--- src/rtl/sad_search_engine.sv ---
// Full-search SAD motion estimation over a (2*SR)x(2*SR) candidate window.
// Consumes one 8-pixel reference row per cycle and reports the minimum-SAD motion vector.
module sad_search_engine #(
    parameter int SR    = 8,
    parameter int MV_W  = 5,
    parameter int SAD_W = 14
) (
    input  logic                   clk,
    input  logic                   rst,
    input  logic                   start,
    input  logic [511:0]           cur_in,
    input  logic                   ref_valid,
    input  logic [63:0]            ref_row,
    output logic                   ref_ready,
    output logic                   next_block,
    output logic                   busy,
    output logic                   done,
    output logic [SAD_W-1:0]       best_sad,
    output logic signed [MV_W-1:0] best_mvx,
    output logic signed [MV_W-1:0] best_mvy
);

    // state | meaning
    // IDLE  | waiting for start; best_* hold the last result
    // RUN   | accepting reference rows
    // DRAIN | last row accepted; pipeline finishing the final compare

    localparam int AXW      = $clog2(2 * SR);
    localparam int CW       = 2 * AXW;
    localparam int RW       = CW + 3;
    localparam int NUM_CAND = (2 * SR) * (2 * SR);
    localparam logic [RW-1:0] LAST_ROW  = RW'(NUM_CAND * 8 - 1);
    localparam logic [CW-1:0] LAST_CAND = CW'(NUM_CAND - 1);

    typedef enum logic [1:0] {IDLE, RUN, DRAIN} state_t;

    state_t state, state_nx;
    logic   next_block_nx, done_nx;

    logic [7:0][7:0][7:0] cur_blk;
    logic [RW-1:0]        row_cnt;
    logic                 accept, start_acc;

    logic                 s0_valid;
    logic [7:0][7:0]      s0_row;
    logic [RW-1:0]        s0_idx;

    logic                 s1_valid, s1_first, s1_last;
    logic [CW-1:0]        s1_cand;
    logic [7:0][7:0]      s1_diff, diff_nx;

    logic                 s2_valid;
    logic [CW-1:0]        s2_cand;
    logic [SAD_W-1:0]     acc;
    logic [10:0]          row_sum;

    assign ref_ready = (state == RUN);
    assign busy      = (state != IDLE);
    assign accept    = ref_valid && (state == RUN);
    assign start_acc = start && (state == IDLE);

    always_ff @(posedge clk or posedge rst) begin
        if (rst) begin
            state      <= IDLE;
            next_block <= 1'b0;
            done       <= 1'b0;
        end else begin
            state      <= state_nx;
            next_block <= next_block_nx;
            done       <= done_nx;
        end
    end

    always_comb begin
        state_nx      = state;
        next_block_nx = 1'b0;
        done_nx       = 1'b0;
        case (state)
            IDLE: begin
                if (start) begin
                    state_nx      = RUN;
                    next_block_nx = 1'b1;
                end
            end
            RUN: begin
                if (accept && row_cnt == LAST_ROW)
                    state_nx = DRAIN;
            end
            DRAIN: begin
                // final candidate's accumulator is ready; compare lands on this edge
                if (s2_valid && s2_cand == LAST_CAND) begin
                    state_nx = IDLE;
                    done_nx  = 1'b1;
                end
            end
            default: state_nx = IDLE;
        endcase
    end

    always_comb begin
        diff_nx = '0;
        for (int p = 0; p < 8; p++) begin
            if (cur_blk[s0_idx[2:0]][p] > s0_row[p])
                diff_nx[p] = cur_blk[s0_idx[2:0]][p] - s0_row[p];
            else
                diff_nx[p] = s0_row[p] - cur_blk[s0_idx[2:0]][p];
        end
    end

    always_comb begin
        row_sum = '0;
        for (int p = 0; p < 8; p++)
            row_sum = row_sum + 11'(s1_diff[p]);
    end

    always_ff @(posedge clk or posedge rst) begin
        if (rst) begin
            s0_valid <= 1'b0;
            s0_row   <= '0;
            s0_idx   <= '0;
            s1_valid <= 1'b0;
            s1_first <= 1'b0;
            s1_last  <= 1'b0;
            s1_cand  <= '0;
            s1_diff  <= '0;
            s2_valid <= 1'b0;
            s2_cand  <= '0;
        end else begin
            s0_valid <= accept;
            if (accept) begin
                s0_row <= ref_row;
                s0_idx <= row_cnt;
            end
            s1_valid <= s0_valid;
            if (s0_valid) begin
                s1_diff  <= diff_nx;
                s1_first <= (s0_idx[2:0] == 3'd0);
                s1_last  <= (s0_idx[2:0] == 3'd7);
                s1_cand  <= s0_idx[RW-1:3];
            end
            s2_valid <= s1_valid && s1_last;
            if (s1_valid)
                s2_cand <= s1_cand;
        end
    end

    always_ff @(posedge clk or posedge rst) begin
        if (rst) begin
            cur_blk  <= '0;
            row_cnt  <= '0;
            acc      <= '0;
            best_sad <= '0;
            best_mvx <= '0;
            best_mvy <= '0;
        end else if (start_acc) begin
            cur_blk  <= cur_in;
            row_cnt  <= '0;
            acc      <= '0;
            best_sad <= '1;
            best_mvx <= '0;
            best_mvy <= '0;
        end else begin
            if (accept)
                row_cnt <= row_cnt + RW'(1);
            if (s1_valid)
                acc <= s1_first ? SAD_W'(row_sum) : acc + SAD_W'(row_sum);
            // strict compare keeps the earliest candidate on ties
            if (s2_valid && acc < best_sad) begin
                best_sad <= acc;
                best_mvx <= MV_W'(s2_cand[AXW-1:0]) - MV_W'(SR);
                best_mvy <= MV_W'(s2_cand[CW-1:AXW]) - MV_W'(SR);
            end
        end
    end

endmodule

--- config.mk ---
export PLATFORM = sky130hd
export DESIGN_NAME = sad_search_engine
export DESIGN_NICKNAME = d
export VERILOG_FILES = /design/src/rtl/sad_search_engine.sv
export SDC_FILE = /design/constraint.sdc
export NUM_CORES = 2
export LEC_CHECK = 0
export ABC_AREA = 1
export CAP_MARGIN = 15
export CORE_MARGIN = 3
export CORE_UTILIZATION = 56
export DETAILED_ROUTE_END_ITERATION = 10
export MAX_ROUTING_LAYER = met4
export PLACE_DENSITY = 0.82
export SLEW_MARGIN = 20
export SYNTH_ARGS = -nofsm -noshare
export SYNTH_HDL_FRONTEND = slang
export SYNTH_SLANG_ARGS = --single-unit
export TNS_END_PERCENT = 100
--- constraint.sdc ---
create_clock -name clk -period 27 [get_ports clk]
set_input_delay 4.05 -clock clk [delete_from_list [all_inputs] [get_ports clk]]
set_output_delay 4.05 -clock clk [all_outputs]
set_load 0.005 [all_outputs]
# After elaboration in Yosys (flattened, before gate mapping)

Cells that the tools add are included.
Widths: inputs -> output; s select.

Register bits: 725
Input port bits: 580
Output and inout bits: 28
Word-level logic and storage cells: 183

Add/sub/neg operators: 27
Order comparisons: 10
Eq/ne operators: 8
Muxes and demuxes: 29
Reduce and logical (&&, ||, !) cells: 13

Operators by type and width:

| kind                  | count |
|---|---|
| $bmux 64 s3           | 1 |
| $sub 8x8->8           | 16 |
| $mux 14               | 5 |
| $gt 8x8->1            | 8 |
| $mux 64               | 1 |
| $mux 8                | 8 |
| $add 11x8->11         | 4 |
| $mux 11               | 2 |
| $mux 5                | 4 |
| $add 14x11->14        | 1 |
| $lt 14x14->1          | 1 |
| $add 10x8->11         | 1 |
| $add 11x1->11 const B | 1 |
| $eq 11x11->1 const B  | 1 |
| $add 9x8->10          | 1 |
| $sub 4x4->5 const B   | 2 |
| $add 8x8->9           | 1 |
| $eq 8x8->1 const B    | 1 |
| $reduce_bool 2->1     | 4 |
| $logic_and 1x1->1     | 6 |
| $mux 2                | 3 |
| $pmux 2 s3            | 1 |
| $lt 3x4->1 const B    | 1 |
| $mux 1                | 4 |
| 8 further kinds       | 9 |

# Longest topological paths before layout

Depth in word-level cells: 11
Depth in mapped cells: 26

# Least setup slack after synthesis

No wires, ideal clock.

Path type: input-to-reg
From: in start
To: reg cur_blk[128] (netlist bit)
Library setup time: 116 ps
Data arrival time: 4745 ps
Data required time: 26884 ps
Setup slack: 22139 ps
Stages: 7
Buffers on the path: 3
Path through: nand3_4 -> inv_2 -> buf_6 -> buf_4 -> buf_2 -> nand2_1 -> nand2_1

Cells in the longest elaborated chain, start to end: 1

Ends and longest elaborated chain:

| element              | RTL line | text |
|---|---|---|
| from (decl)          | 10       | `input logic start,` |
| $logic_and 1x1->1    | 60       | `assign start_acc = start && (state == IDLE);` |
| to (signal assigned) | 156      | `cur_blk <= cur_in;` |
| to (decl)            | 40       | `logic [7:0][7:0][7:0] cur_blk;` |

No other way between the ends.
A chain may end at the register's enable or synchronous reset.

==> run metrics <==
layout cell share with drive strength beyond 1 0.0409; post-synth top area share 0.437; Avg WL per Cell 19.3 um; Setup-failing EPs final 0; Critical Path Most Common Cell buf_4; Routed Wire Length 140 mm; DRC 0; main area contributors after synthesis dfrtp_1 44%, nand2_1 24%, inv_1 5.1%, ha_1 4.8%, o21ai_0 4.7%; clock buffer count from CTS slightly below 80; Die Area 77200 sq um; fin util 0.691; Iter 0 DRT Violations 4213; core area 73100 sq um; Syn Nets 6552; Final Slew Violations 0; maximum vdd ir drop roughly 45 uV; most frequent cells in the layout 2638 x nand2_1, 719 x dfrtp_1, 607 x clkdlybuf4s50_1; DR vias approximately 39k; clk root buf clkbuf_16; CP cell instances clkdlybuf4s50_1 > inv_8 > buf_12 > buf_4 > buf_4 > buf_4; DRT Pass-1 Iters 6; cell taking the most area after synthesis dfrtp_1; Clock Skew about 0.038 ns; largest net degree at the start of global routing 217; worst-margin pin slew roughly 1.1 ns; Post-synth ARST share 1.00; register area share after synthesis 0.437; register bit count reported by yosys ~720; Top FF cell, synth dfrtp_1; Yosys Warn Count 0; kind of critical path in -> async; Post-Syn Instances 5750; Sink Count roughly 720; post-route ant nets 0; Multi-input gate area 19600 sq um; synth unique cells 37; final hold vios 0; status finished clean; initial antenna violation count 36; leakage 0.0274 uW; Synth-to-Final Area Change 21.9%; Fmax achieved 126 MHz; GRT Util Overall 0.368; final worst slack 19.09 ns; die span in x 278 um; CTS tree yes; setup bufs post-CTS 0; min cycle time layout 7.91 ns; # IOs 608; Max Cap Viol 0; commonest non-fill, non-tap cell in the layout nand2_1; # hold bufs at CTS 0; HP Class reg -> reg; Clock Pin Slew Worst Setup and Hold Paths 0.06 ns; post-cts sizing count 0; dpl ws 18.18 ns; EDFF count, synth 0; row cnt 99; first-pass GRT wire length 213 mm; unrepaired setup endpoints after global routing no; dpl hpwl around 100 mm; CP max stage delay 0.87 ns; Worst-Skew Late Latency 0.65 ns; Setup TNS Final 0 ns; Initial Util 0.567; IO Port Bufs 607; worst-path fanout max between 100 and 150; total grt overflow 0; vias in the first global route 37.7k; synthesized area 41400 sq um; Vias/cell about 5.4; PwrDens 46.7 nW/um^2; final worst path period share 0.293; H-Tree Depth 3; Filler cells 6047; crit path capture type asynchronous set/reset pin; worst-case headroom to the max-slew limit 0.248; Clock Path Buffers 3; Worst setup SP type primary input; register area 18100 sq um; Die Y about 280 um; arrival time of the worst setup path 8.55 ns; slowest CP cell buf_4; GPL Wtd Cong 0.949; Final nets 6988; critical path data required time 27.64 ns; syn avg cell area between 7 and 8 sq um
[per-stage QoR]
stage          cells  area, sq um  hold WS (ns)  total power (uW)
2_1_floorplan   5750        41400         0.352              1120
6_report        7247        50500         0.448              2360
5_1_grt         7245        50500         0.454              2410
3_3_place_gp    7064        47600         0.435              1230
3_5_place_dp    7064        47600         0.440              1220
4_1_cts         7212        50400         0.449              2360
[Yosys cell counts (3+ instances only)]
master    instances
nand2_1        2638
dfrtp_1         723
inv_1           566
o21ai_0         390
nor2_1          278
ha_1            158
nand3_1         148
buf_2           132
a21oi_1         128
o21ai_1          99
clkbuf_1         93
o22ai_1          72
fa_1             64
inv_2            59
nand4_1          46
xor2_1           35
buf_4            21
xnor2_1          18
clkbuf_2         14
buf_1            13
nor3_1           11
or2_2             9
buf_6             8
nand2_4           7
nand2_2           3
o221ai_1          3
[layer usage]
layer / up-vias / track usage / part of all wire
met3: 307 / 0.0691 / 0.083
met4: 0 / 0.184 / 0.053
li1: 18600 / - / -
met5: - / - / 0
met1: 18500 / 0.462 / 0.40
met2: 1762 / 0.575 / 0.47
[area by class of cell]
| type | instances | share of cell area |
|---|---|---|
| antenna | 35 | 0.00173 |
| clock buffer | 112 | 0.0464 |
| clock inverter | 36 | 0.00917 |
| inverter | 625 | 0.0469 |
| multi-input combinational | 4121 | 0.388 |
| sequential | 723 | 0.359 |
| tap | 959 | 0.0238 |
| timing repair buffer | 636 | 0.126 |
[report_power, final]
part,internal [uW],switching [uW]
logic,74.1,47.7
registers,1080,0
clock network,671,481
total,1830,528
[final timing paths]
check                      slack (ns)      endpoint      start  cells past startpoint
hold reg to reg                  0.45          done   state[0]                      1
hold / removal                   0.45          done   state[0]                      1
min in group asynchronous        3.97  cur_blk[160]        rst                      2
max in group clk                19.60  cur_blk[497]      start                      7
setup / recovery                19.09  cur_blk[259]        rst                      6
setup reg to reg                20.65   s1_diff[50]  s0_idx[0]                     20
[logic make-up after synthesis]
logic type / after synthesis / share of synthesized area
XOR/XNOR: 53 / 0.0112
flip-flops: 723 / 0.437
AO/OA/AOI/OAI: 699 / 0.0874
buffers and inverters: 906 / 0.0899
adder cells (fa/ha/maj): 222 / 0.0787
AND/OR/NAND/NOR: 3147 / 0.296
[flip-flops by register name, indices dropped and copies added, names as in the netlist, 8 cells and up]
signal and flops:
s2_cand 8, acc 14, s1_cand 8, s0_idx 11, s1_diff 64, cur_blk 512, row_cnt 11, s0_row 64
best_sad 14
[critical path, delay by kind of cell]
kind,cells,cell delay (ns)
buffers and inverters,6,4.21
(Power assumes the default switching activity.)
